==> config.mk <==
export PLATFORM = sky130hd
export DESIGN_NAME = bw_io_hstl_zcal_ctl_flat
export DESIGN_NICKNAME = d
export VERILOG_FILES = /design/src/rtl/bw_io_hstl_zcal_if.sv /design/src/rtl/bw_io_hstl_zcal_ctl.sv /design/src/flat_wrapper.sv
export SDC_FILE = /design/constraint.sdc
export NUM_CORES = 1
export LEC_CHECK = 0
export BUFFER_PORTS_ARGS = -buffer_cell sky130_fd_sc_hd__buf_2
export CORE_MARGIN = 4
export CORE_UTILIZATION = 50
export DETAILED_ROUTE_END_ITERATION = 7
export PLACE_DENSITY = 0.81
export SLEW_MARGIN = 10
export SYNTH_ARGS = -nofsm -noshare
export SYNTH_HDL_FRONTEND = slang
export SYNTH_SLANG_ARGS = --single-unit
==> constraint.sdc <==
create_clock -name clk -period 4.9 [get_ports clk]
set_clock_uncertainty 0.05 [all_clocks]
set_input_delay 0.735 -clock clk [delete_from_list [all_inputs] [get_ports clk]]
set_output_delay 0.735 -clock clk [all_outputs]
set_load 0.01 [all_outputs]
==> src/rtl/bw_io_hstl_zcal_if.sv <==
// Calibration request/status and code bus between the HSTL zcal controller and its
// neighbours: the replica driver, the comparator and the HSTL pad drivers.
interface bw_io_hstl_zcal_if;
    logic       cal_start;
    logic       cal_en;
    logic       pu_comp_hi;
    logic       pd_comp_hi;
    logic       upd_ok;
    logic       rep_sel;
    logic [8:1] rep_cbu;
    logic [8:1] rep_cbd;
    logic [8:1] cbu;
    logic [8:1] cbd;
    logic       cal_busy;
    logic       cal_done;
    logic       cal_err;

    modport master (
        output cal_start, cal_en, pu_comp_hi, pd_comp_hi, upd_ok,
        input  rep_sel, rep_cbu, rep_cbd, cbu, cbd, cal_busy, cal_done, cal_err
    );

    modport slave (
        input  cal_start, cal_en, pu_comp_hi, pd_comp_hi, upd_ok,
        output rep_sel, rep_cbu, rep_cbd, cbu, cbd, cal_busy, cal_done, cal_err
    );
endinterface

==> src/rtl/bw_io_hstl_zcal_ctl.sv <==
// HSTL impedance calibration: steps pull-up then pull-down replica leg counts until the
// comparator flips, then broadcasts both thermometer codes inside a driver-quiet window.
module bw_io_hstl_zcal_ctl #(
    parameter int SETTLE_CYC = 8,
    parameter int PERIOD_CYC = 4096,
    parameter int MAX_ITER   = 16,
    parameter int INIT_CODE  = 4
) (
    input logic             clk,
    input logic             rst,
    bw_io_hstl_zcal_if.slave zif
);

    typedef enum logic [2:0] {
        IDLE, PU_SETTLE, PU_CMP, PD_SETTLE, PD_CMP, UPDATE
    } state_t;

    function automatic logic [8:1] thermo(input logic [3:0] c);
        logic [8:1] t;
        for (int k = 1; k <= 8; k++) t[k] = (c >= 4'(k));
        return t;
    endfunction

    state_t      state;
    logic [3:0]  pu_cnt;
    logic [3:0]  pd_cnt;
    logic [7:0]  settle_cnt;
    logic [15:0] timer;
    logic [4:0]  iter;
    logic        have_dir;
    logic        last_up;

    // Both compare states share one step/lock decision; only the operands differ.
    logic       cmp_pd;
    logic [3:0] cur_cnt;
    logic       dir_up;
    logic [3:0] step_cnt;
    logic       lock_rev;
    logic       lock_sat;
    logic       lock_lim;
    logic       lock;
    logic       start_req;

    assign cmp_pd    = (state == PD_CMP);
    assign cur_cnt   = cmp_pd ? pd_cnt : pu_cnt;
    assign dir_up    = cmp_pd ? zif.pd_comp_hi : zif.pu_comp_hi;
    assign step_cnt  = dir_up ? cur_cnt + 4'd1 : cur_cnt - 4'd1;
    assign lock_rev  = have_dir && (dir_up != last_up);
    assign lock_sat  = dir_up ? (cur_cnt == 4'd8) : (cur_cnt == 4'd0);
    assign lock_lim  = (iter == 5'(MAX_ITER - 1));
    assign lock      = lock_rev || lock_sat || lock_lim;
    assign start_req = zif.cal_start || (zif.cal_en && timer == 16'(PERIOD_CYC - 1));

    always_ff @(posedge clk) begin
        if (rst) begin
            state        <= IDLE;
            pu_cnt       <= 4'(INIT_CODE);
            pd_cnt       <= 4'(INIT_CODE);
            settle_cnt   <= '0;
            timer        <= '0;
            iter         <= '0;
            have_dir     <= 1'b0;
            last_up      <= 1'b0;
            zif.rep_sel  <= 1'b0;
            zif.rep_cbu  <= thermo(4'(INIT_CODE));
            zif.rep_cbd  <= thermo(4'(INIT_CODE));
            zif.cbu      <= thermo(4'(INIT_CODE));
            zif.cbd      <= thermo(4'(INIT_CODE));
            zif.cal_busy <= 1'b0;
            zif.cal_done <= 1'b0;
            zif.cal_err  <= 1'b0;
        end else begin
            zif.cal_done <= 1'b0;
            unique case (state)
                IDLE: begin
                    // A simultaneous manual and periodic request collapse into one run.
                    if (start_req) begin
                        state        <= PU_SETTLE;
                        timer        <= '0;
                        iter         <= '0;
                        have_dir     <= 1'b0;
                        settle_cnt   <= '0;
                        zif.cal_err  <= 1'b0;
                        zif.cal_busy <= 1'b1;
                        zif.rep_sel  <= 1'b0;
                    end else if (zif.cal_en) begin
                        timer <= timer + 16'd1;
                    end
                end
                PU_SETTLE, PD_SETTLE: begin
                    if (settle_cnt == 8'(SETTLE_CYC - 1)) begin
                        settle_cnt <= '0;
                        state      <= (state == PU_SETTLE) ? PU_CMP : PD_CMP;
                    end else begin
                        settle_cnt <= settle_cnt + 8'd1;
                    end
                end
                PU_CMP, PD_CMP: begin
                    if (lock) begin
                        iter     <= '0;
                        have_dir <= 1'b0;
                        if (!lock_rev) zif.cal_err <= 1'b1;
                        if (cmp_pd) begin
                            state <= UPDATE;
                        end else begin
                            state       <= PD_SETTLE;
                            zif.rep_sel <= 1'b1;
                        end
                    end else begin
                        if (cmp_pd) begin
                            pd_cnt      <= step_cnt;
                            zif.rep_cbd <= thermo(step_cnt);
                            state       <= PD_SETTLE;
                        end else begin
                            pu_cnt      <= step_cnt;
                            zif.rep_cbu <= thermo(step_cnt);
                            state       <= PU_SETTLE;
                        end
                        last_up  <= dir_up;
                        have_dir <= 1'b1;
                        iter     <= iter + 5'd1;
                    end
                end
                UPDATE: begin
                    // Drivers see only the final codes, and only while they are quiet.
                    if (zif.upd_ok) begin
                        zif.cbu      <= thermo(pu_cnt);
                        zif.cbd      <= thermo(pd_cnt);
                        zif.cal_done <= 1'b1;
                        zif.cal_busy <= 1'b0;
                        zif.rep_sel  <= 1'b0;
                        state        <= IDLE;
                    end
                end
                default: state <= IDLE;
            endcase
        end
    end

endmodule

==> src/flat_wrapper.sv <==
// flat-port wrapper written by rule: the top's interface ports become plain ports
module bw_io_hstl_zcal_ctl_flat 
#(
    parameter int SETTLE_CYC = 8,
    parameter int PERIOD_CYC = 4096,
    parameter int MAX_ITER   = 16,
    parameter int INIT_CODE  = 4
)
  (clk, rst, zif_cal_start, zif_cal_en, zif_pu_comp_hi, zif_pd_comp_hi, zif_upd_ok, zif_rep_sel, zif_rep_cbu, zif_rep_cbd, zif_cbu, zif_cbd, zif_cal_busy, zif_cal_done, zif_cal_err);
  bw_io_hstl_zcal_if zif_i ();
  input logic clk;
  input logic rst;
  input wire logic [$bits(zif_i.cal_start)-1:0] zif_cal_start;
  input wire logic [$bits(zif_i.cal_en)-1:0] zif_cal_en;
  input wire logic [$bits(zif_i.pu_comp_hi)-1:0] zif_pu_comp_hi;
  input wire logic [$bits(zif_i.pd_comp_hi)-1:0] zif_pd_comp_hi;
  input wire logic [$bits(zif_i.upd_ok)-1:0] zif_upd_ok;
  output wire logic [$bits(zif_i.rep_sel)-1:0] zif_rep_sel;
  output wire logic [$bits(zif_i.rep_cbu)-1:0] zif_rep_cbu;
  output wire logic [$bits(zif_i.rep_cbd)-1:0] zif_rep_cbd;
  output wire logic [$bits(zif_i.cbu)-1:0] zif_cbu;
  output wire logic [$bits(zif_i.cbd)-1:0] zif_cbd;
  output wire logic [$bits(zif_i.cal_busy)-1:0] zif_cal_busy;
  output wire logic [$bits(zif_i.cal_done)-1:0] zif_cal_done;
  output wire logic [$bits(zif_i.cal_err)-1:0] zif_cal_err;
  assign zif_i.cal_start = zif_cal_start;
  assign zif_i.cal_en = zif_cal_en;
  assign zif_i.pu_comp_hi = zif_pu_comp_hi;
  assign zif_i.pd_comp_hi = zif_pd_comp_hi;
  assign zif_i.upd_ok = zif_upd_ok;
  assign zif_rep_sel = zif_i.rep_sel;
  assign zif_rep_cbu = zif_i.rep_cbu;
  assign zif_rep_cbd = zif_i.rep_cbd;
  assign zif_cbu = zif_i.cbu;
  assign zif_cbd = zif_i.cbd;
  assign zif_cal_busy = zif_i.cal_busy;
  assign zif_cal_done = zif_i.cal_done;
  assign zif_cal_err = zif_i.cal_err;
  bw_io_hstl_zcal_ctl #(.SETTLE_CYC(SETTLE_CYC), .PERIOD_CYC(PERIOD_CYC), .MAX_ITER(MAX_ITER), .INIT_CODE(INIT_CODE)) u_core (.clk(clk), .rst(rst), .zif(zif_i));
endmodule
* After elaboration in Yosys (flattened, before gate mapping) *
Cells that the tools add are included.
Widths: inputs -> output; s select.

cells by class
  add/sub/neg operators = 5
  $lt $le $gt $ge = 24
  equal/unequal tests = 16
  mux-type cells = 33
  bitwise gates (word level) = 3
  reduce and logical (&&, ||, !) cells = 26

operator list
  operator               count
  $ge 4x3->1 const B     12
  $mux 16                2
  $ge 4x2->1 const B     6
  $mux 3                 6
  $add 16x1->16 const B  1
  $eq 16x12->1 const B   1
  $mux 8                 2
  $pmux 8 s2             1
  $ge 4x1->1 const B     3
  $ge 4x4->1 const B     3
  $pmux 3 s4             1
  $reduce_and 3->1       4
  $mux 1                 11
  $mux 5                 2
  $pmux 5 s2             1
  $reduce_and 2->1       5
  $add 8x1->8 const B    1
  $eq 8x3->1 const B     1
  $mux 4                 2
  $reduce_bool 2->1      4
  $eq 3x2->1 const B     2
  $eq 3x3->1 const B     2
  $ne 2x1->1 const B     3
  $ne 2x2->1 const B     3
  other kinds (19)       28

storage, ports and cells
  register bits = 78
  input port bits = 7
  output and inout bits = 36

* Logic depth before layout (Yosys ltp) *
Gate-level depths: netlist of the first run.

  word-level depth = 8
  depth in mapped cells = 13

* Worst setup path after synthesis of the first run *
No wires, ideal clock.

  path type = register -> register
  start point = register u_core.state[2]
  end point = register u_core.zif.rep_cbu[2]
  setup time = 77 ps
  data arrival time = 2583 ps
  required time = 4773 ps
  path slack = 2191 ps
  stages on the path, launching flop included = 14
  clock period less this slack = 2709 ps
  cells stage by stage = dfxtp_1 buf_4 or3b_1 buf_6 inv_4 mux2i_1 inv_1 ha_1 nor3_1 a21oi_1 xor2_1 mux2i_4 nor2_2 a41oi_2

between the ends
  elaborated cells on any way between the ends = 19
  those cells by class = add/sub (2); order compare (1); eq/ne (4); mux (4); bitwise (2); reduce/logical (6)

RTL lines
  element                                     RTL line                    text
  from (decl)                                 bw_io_hstl_zcal_ctl.sv:24   state_t state;
  from (signal assigned)                      bw_io_hstl_zcal_ctl.sv:93   state <= (state == PU_SETTLE) ? PU_CMP : PD_CMP;
  $eq 3x3->1 *                                bw_io_hstl_zcal_ctl.sv:44   assign cmp_pd = (state == PD_CMP);
  $mux 4                                      bw_io_hstl_zcal_ctl.sv:45   assign cur_cnt = cmp_pd ? pd_cnt : pu_cnt;
  $sub 4x1->4 or $add 4x1->4 (tied branches)  bw_io_hstl_zcal_ctl.sv:47   assign step_cnt = dir_up ? cur_cnt + 4'd1 : cur_cnt - 4'd1;
  $mux 4 *                                    bw_io_hstl_zcal_ctl.sv:47
  via u_core.step_cnt[0]                      bw_io_hstl_zcal_ctl.sv:37   logic [3:0] step_cnt;
  $ge 4x2->1 *                                bw_io_hstl_zcal_ctl.sv:20   for (int k = 1; k <= 8; k++) t[k] = (c >= 4'(k));
  to (signal assigned)                        bw_io_hstl_zcal_ctl.sv:65   zif.rep_cbu <= thermo(4'(INIT_CODE));
  to (signal assigned)                        bw_io_hstl_zcal_ctl.sv:116  zif.rep_cbu <= thermo(step_cnt);
  to (decl)                                   bw_io_hstl_zcal_if.sv:25    output rep_sel, rep_cbu, rep_cbd, cbu, cbd, cal_busy, cal_done, cal_err

The timed path passes the listed nets; every way through them passes the cells marked *.
A chain may end at the register's enable or synchronous reset.

* Final worst setup path of the first run *
Ends and elaborated chain as after synthesis.

==> results of run 1 <==
## worst paths after layout
check,from,to
max,u_core.state[2]$_SDFFE_PP0P_,u_core.zif.rep_cbu[2]$_SDFFE_PP1P_
min,u_core.zif.rep_sel$_SDFFE_PP0P_,u_core.zif.rep_sel$_SDFFE_PP0P_
max reg2reg,u_core.state[2]$_SDFFE_PP0P_,u_core.zif.rep_cbu[2]$_SDFFE_PP1P_
min reg2reg,u_core.zif.rep_sel$_SDFFE_PP0P_,u_core.zif.rep_sel$_SDFFE_PP0P_
## cells by family after synthesis
logic type	Yosys count	synth area share, %
buf+inv	39	5.04
xor+xnor	26	6.28
compound gates	88	16.3
simple gates	191	24.7
fa+ha+maj	9	3.11
flops	76	42.0
mux	8	2.62
## layer usage
metal  vias to the layer above  wire length (µm)
met3                        10               420
met5                         -                 0
met4                         0               113
met1                      1458              3660
met2                        75              3830
li1                       1577                 -
## power by group through the flow
stage / Combinational, mW / Clock [mW] / Sequential, mW
after floorplan: 0.139 / 0 / 0.660
after global placement: 0.160 / 0 / 0.670
after detailed placement: 0.164 / 0 / 0.671
after CTS: 0.166 / 0.520 / 0.656
after global routing: 0.186 / 0.549 / 0.661
final: 0.166 / 0.514 / 0.657
## per-stage QoR
stage / instances / hold WS (ns) / worst slack [ns] / utilization (%)
5_1_grt: 565 / 0.435 / 1.46 / 58.6
3_3_place_gp: 549 / 0.386 / 1.90 / 55.5
3_5_place_dp: 549 / 0.399 / 1.74 / 55.5
4_1_cts: 565 / 0.419 / 1.73 / 58.6
2_1_floorplan: 437 / 0.375 / 2.19 / -
6_report: 565 / 0.417 / 1.70 / 58.6
## registers in the layout, indices dropped and copies added (netlist names)
register and cells:
u_core.timer 16, u_core.settle_cnt 8, u_core.zif.cbd 8, u_core.zif.cbu 8
u_core.zif.rep_cbd 8, u_core.zif.rep_cbu 8, u_core.iter 5, u_core.pd_cnt 3
u_core.pu_cnt 3, u_core.state 3, u_core.have_dir 1, u_core.last_up 1
u_core.zif.cal_busy 1, u_core.zif.cal_done 1, u_core.zif.cal_err 1, u_core.zif.rep_sel 1
## worst max-delay path, cell delays in order (launching register included)
cell and delay (ns):
dfxtp_1 0.50, or3b_1 0.59, inv_4 0.18, mux2i_1 0.36, inv_1 0.08, ha_1 0.26, nor3_1 0.16, a21oi_1 0.07
xor2_1 0.17, mux2i_4 0.36, nor2_2 0.13, a41oi_2 0.22
## layout make-up
class | count | area share [%]
well taps | 96 | 2.97
multi-input cells | 322 | 47.4
clock inverters | 5 | 1.61
inverters | 11 | 1.08
clock buffers | 11 | 3.74
repair buffers | 44 | 5.57
flip-flops and latches | 76 | 37.6
## synth_stat cells (all sizes together), types with 7 or more instances
master  number
dfxtp       76
nor2        64
nand2       51
a21oi       30
nor3        21
nand3       20
xor2        20
o21ai       17
buf         16
clkbuf      12
inv         11
nand2b      11
and3         9
ha           9
a211oi       8
a311oi       7
## placed cells by master (no fill, tap or decap), types with 2 or more instances in the layout
cell type	n
nand3_1	20
buf_4	2
a211oi_1	6
nand4_1	4
nor2_2	2
xnor2_1	6
nand2b_1	11
a21oi_1	28
nand2_1	51
o21a_1	2
xor2_1	20
a41oi_1	2
a31oi_1	6
a21oi_2	2
mux2_2	2
nor3_1	20
ha_1	9
a22o_1	2
inv_6	3
o22ai_1	3
and2_1	2
o211ai_1	2
a211oi_2	2
mux2i_1	5
and3_1	9
inv_1	10
buf_2	42
clkbuf_8	11
nor2_4	2
nor4_1	2
a311oi_1	7
nor2_1	60
dfxtp_1	76
and4_1	2
o21ai_0	16
==> results.env, run 1 <==
PORTBUFFERS=42
POST_DP_CELL_AREA_UM2=3830
FIN_TOTAL_PWR_mW=1.34
POST-ROUTE-CELL-AREA_UM2=4050
AREA_GROWTH_PCT=11.7
POST_DRT_VIA_CELL_RATIO=5.52
POSTCTSHOLDBUFS=0
REPORT.FINAL.HOLD_VIOL_COUNT=0
SETUP.WORST_PATH.START_CLASS='flop'
CTS_INSERTED_BUFFERS=9
GRT_PASS1_VIAS=2921
LAYOUT_CELLS_SIZED_ABOVE_1_PCT=16.4
SEQ_AREA_FRAC_SYNTH_PCT=42.0
REGAREA_UM2=1520
DETAILROUTE.VIA_COUNT=3120
GRT.MET3_USAGE_PCT=5.15
FINAL_NET_COUNT=480
USE_MET1_PCT=25.4
POWER.SHARE.COMBINATIONAL_PCT=12.4
NETLIST-CELL-TYPE-COUNT=53
GRT-BUSIEST-LAYER='met2'
SYNTH-ASYNC-RESET-RATIO_PCT=0
MAXCAP_VIOLATIONS=0
HTREE_NUM_LEVELS=3
CORE_AREA_UM2=6910
PIN_COUNT=43
SYNTH_TOP_AREA_SHARE_PCT=42.0
ANTENNA_LEFT=0
SYNTH-WARNING-COUNT=0
INTERNAL_POWER_mW=0.962
SYNTHTOPCELLSBYAREA='dfxtp_1, nor2_1, nand2_1'
CP_MAX_FO=11
DETAIL_ROUTE.WL_PER_CELL_UM=14.2
SHARE_CLK_OF_TOTAL_POWER_PCT=38.4
CLOCK_TREE.BUFFER_DEPTH=2
TRACK_USAGE_PCT=19.6
GRT_ANTENNA_BEFORE_REPAIR=0
SLEW_HEADROOM_PCT=49.5
NETSWITCHINGFRACTION_PCT=28.0
SYNTH.AVG_CELL_AREA_UM2=8.29
SITE_ROWS=30
SYNTH_SEQ_CELLS=76
DESIGN.DIE.AREA_UM2=8670
DETAIL_ROUTE.ITER0.VIOLATIONS=342
CLOCK-ROOT-BUFFER='clkbuf_8'
GLOBAL_ROUTE.USAGE.MET2_PCT=31.7
CRITICAL_PATH.ENDPOINT_TYPE='flop'
MAPPEDNETLISTNETS=453
NETLIST.TOP_CELL.BY_AREA='dfxtp_1'
CP_DATA_ARRIVAL_TIME_NS=3.43
CTS_TREE='built'
TIMING.FINAL.CRIT_PERIOD_NS=3.20
CRITICAL_PATH_CLASS='reg -> reg'
HOLD_PATH_CLASS='reg -> reg'
SYNTH_TOP_FLOP_CELL='dfxtp_1'
IRDROPWORSTVDD_mV=0.153
CP_DATA_REQUIRED_TIME_NS=5.13
STATUS='finished, final reports clean'
TIMING.FINAL.CRIT_SHARE_PCT=65.3
PLACE.GP.CONGESTION=0.828
START_UTIL_PCT=52.5
SEQ_POWER_SHARE_PCT=49.1
GRT_PASS1_WL_MM=13.7
GRT_OVERFLOW=0
FLOORPLAN.DIE.WIDTH_UM=93.1
UNREPAIRED_SETUP_ENDPOINTS_AFTER_GLOBAL_ROUTING='false'
SYNTH_ENABLE_FLOP_CELLS=0
MIN_PATH_CELLS=2
SETUP_TOTAL_NEGATIVE_SLACK_NS=0
SETUP_VIOLATIONS=0
CLKTRANSATPATHREGS_NS=0.09
MAXIMUM_CLOCK_RATE_MHz=313
DR.PASS1.ITERS=4
DRT_WL_TOTAL_MM=8.03
WORST-R2R-CELL-COUNT=11
N_ANTENNA_CELL=0
POST_SYNTHESIS_INSTANCE_TOTAL=437
MULTIINPUTGATEAREA_UM2=1920
DPL.HPWL_MM=5.62
POWER_PER_CELL_AREA_nW_PER_UM2=330
POWER_LEAKAGE_nW=1.57
CTSRESIZECOUNT=0
DRV_SLEW=0
DRC_ERRORS=0
GRT_START_MAX_NET_PINS=28
FILL_CELLS=645
WORST-SLEW-PIN-TRANSITION_NS=0.755
INSERTION_DELAY_TO_THE_LATER_SINK_OF_THE_WORST_SKEW_PAIR_NS=0.35
FF2FF_SETUP_SLACK_NS=1.70
SYNTH.CELL_AREA_UM2=3620
CTS.REPAIR_TIMING.SETUP_BUFFER_COUNT=0
SWITCHINGPOWER_mW=0.375
DIE_H_UM=93.1
CLOCK-SINKS=76
Note: power is estimated with default switching activity, not from simulation.
==> run 2, diff against run 1 <==
- PLACE_DENSITY: 0.81 -> 0.84
- clock period: 4.9 -> 2.7 ns (I/O delays scaled with it)
==> run 2 against run 1 <==
  * Die area is the same
  * Sequential cell count is the same
  * Critical path depth is the same
  * Global-route usage shrank 0.46 points
  * Worst setup slack lost 1.6 ns
  * Routed wire length grew 3.3%
  * Fmax grew 24%
  * Via count grew 3.0%
  * Cell count grew 1.9%
  * Non-clock buffer count grew 10
  * First-iteration DRC count shrank 21%
  * Combinational power grew 110%
  * Critical endpoint unchanged
==> results.env, run 2 (synthesis gave the netlist of run 1 again) <==
STATUS='finished, final reports clean'
CRITICAL_PATH_STARTPOINT='u_core.state[2]$_SDFFE_PP0P_'
GRT_START_MAX_NET_PINS=27
GRT_ANTENNA_BEFORE_REPAIR=0
ANTENNA_LEFT=0
PIN_COUNT=43
N_ANTENNA_CELL=0
CP_DATA_REQUIRED_TIME_NS=2.87
DRV_SLEW=0
TIMING.FINAL.CRIT_PERIOD_NS=2.59
TIMING.RR.START='u_core.state[2]$_SDFFE_PP0P_'
CLOCK-SINKS=76
CRITICAL_PATH.ENDPOINT_TYPE='flop'
HOLD_PATH_STARTPOINT='zif_cal_en'
DETAILROUTE.VIA_COUNT=3214
SETUP_VIOLATIONS=0
GRT_OVERFLOW=0
GRT_PASS1_VIAS=2942
FINAL_NET_COUNT=491
CP_MAX_FO=7
DESIGN.DIE.AREA_UM2=8670
DR.PASS1.ITERS=5
DETAIL_ROUTE.ITER0.VIOLATIONS=271
GRT_PASS1_WL_MM=13.4
POST_DRT_VIA_CELL_RATIO=5.58
START_UTIL_PCT=52.5
PLACE.GP.CONGESTION=0.875
POWER_PER_CELL_AREA_nW_PER_UM2=575
IRDROPWORSTVDD_mV=0.260
CTS_TREE='built'
DRT_WL_TOTAL_MM=8.29
CTS.REPAIR_TIMING.SETUP_BUFFER_COUNT=0
DPL.HPWL_MM=5.59
CORE_AREA_UM2=6910
DRC_ERRORS=0
PORTBUFFERS=42
INSERTION_DELAY_TO_THE_LATER_SINK_OF_THE_WORST_SKEW_PAIR_NS=0.36
SITE_ROWS=30
FINAL_CORE_UTILIZATION_PCT=60.3
TRACK_USAGE_PCT=19.1
DETAIL_ROUTE.WL_PER_CELL_UM=14.4
CLKTRANSATPATHREGS_NS=0.08
PLACE_INST=559
CLOCK-ROOT-BUFFER='clkbuf_8'
MAXIMUM_CLOCK_RATE_MHz=386
LAYOUT.CELLS.MOST_COMMON_LIST='dfxtp_1, nor2_1, nand2_1'
CTS_INSERTED_BUFFERS=9
AREA_GROWTH_PCT=14.9
HTREE_NUM_LEVELS=3
FLOORPLAN.DIE.WIDTH_UM=93.1
MOSTFREQUENTLAYOUTCELL='dfxtp_1'
FIN_TOTAL_PWR_mW=2.39
MAXCAP_VIOLATIONS=0
CRITICAL_PATH_CLASS='reg -> reg'
LARGEST_REGISTER_FF_COUNT=16
REGISTERS.TOP_BY_FF_COUNT='u_core.timer'
LAYOUT_CELLS_SIZED_ABOVE_1_PCT=19.8
CP_DATA_ARRIVAL_TIME_NS=2.76
REPORT.FINAL.HOLD_VIOL_COUNT=0
FILL_CELLS=617
SLEW_HEADROOM_PCT=61.3
TIMING.FINAL.CRIT_SHARE_PCT=95.9
FF2FF_SETUP_SLACK_NS=0.11
SETUP.WORST_PATH.START_CLASS='flop'
CLOCK_TREE.BUFFER_DEPTH=2
HOLD_PATH_CLASS='in -> reg'
POWER_LEAKAGE_nW=1.62
WORST-SLEW-PIN-TRANSITION_NS=0.579
FINAL_CELL_COUNT_NO_FILL=576
DIE_H_UM=93.1
run 2: cell count changes in the layout (fill, tap and decap cells not counted), moves of 2 or more:
cell / before / now
buf_4: 2 / 12
a21oi_1: 28 / 26
a21oi_2: 2 / 4
clkbuf_8: 11 / 9
clkinv_2: 0 / 2
clkinvlp_4: 0 / 2
inv_6: 3 / 1
nor3_1: 20 / 18
nor3_2: 1 / 3
xor2_1: 20 / 18
xor2_2: 0 / 2
run 2: area by class of cell:
| type | instances | area, µm² | share of cell area, % |
|---|---|---|---|
| Clock buffer | 10 | 128 | 3.07 |
| Clock inverter | 6 | 63.8 | 1.53 |
| Timing Repair Buffer | 54 | 300 | 7.21 |
| Tap cell | 96 | 120 | 2.89 |
| Multi-Input combinational cell | 323 | 1990 | 47.7 |
| Sequential cell | 76 | 1520 | 36.5 |
| Inverter | 11 | 43.8 | 1.05 |
run 2: repair_timing:
item / 4_1_cts / 5_1_grt
endpoints found under the setup margin: 0 / 11
resized for setup: 0 / 9
hold buffers: 0 / 0
run 2: path summary, 6_finish.rpt:
path         cells past startpoint                                  to
max reg2reg                     11  u_core.zif.rep_cbu[2]$_SDFFE_PP1P_
min reg2reg                      2      u_core.zif.cbu[8]$_SDFFE_PP0P_
max                             11  u_core.zif.rep_cbu[2]$_SDFFE_PP1P_
min                              3        u_core.timer[1]$_SDFFE_PP0P_
run 2: per-layer routing:
| layer | up-vias | track usage (%) | wire (µm) |
|---|---|---|---|
| li1 | 1592 | - | - |
| met1 | 1516 | 24.7 | 3820 |
| met2 | 90 | 29.7 | 3880 |
| met3 | 16 | 4.10 | 386 |
| met4 | 0 | 10.5 | 195 |
| met5 | - | 0 | 0 |
run 2: critical path, cell delays in order (launching register included):
cell,delay [ns]
dfxtp_1,0.34
or3b_1,0.41
inv_4,0.12
mux2i_2,0.25
inv_1,0.07
ha_2,0.24
nor3_2,0.16
a21oi_2,0.07
xor2_2,0.28
mux2i_4,0.16
nor2_4,0.18
a41oi_2,0.12
run 2: power by group:
part,switching (mW),internal (mW),total [mW]
registers,0.0325,1.15,1.18
logic,0.224,0.132,0.355
clock network,0.429,0.427,0.856
total,0.685,1.71,2.39
run 2: stage by stage:
step	instance area, µm²	worst slack (ns)	TNS [ns]	hold WS [ns]
finish	4160	0.110	0	0.312
global route	4160	-0.0161	-0.0161	0.321
CTS	4100	0.0851	0	0.296
detailed placement	3910	0.110	0	0.401
global placement	3910	0.217	0	0.385
floorplan	3630	0.0270	0	0.375
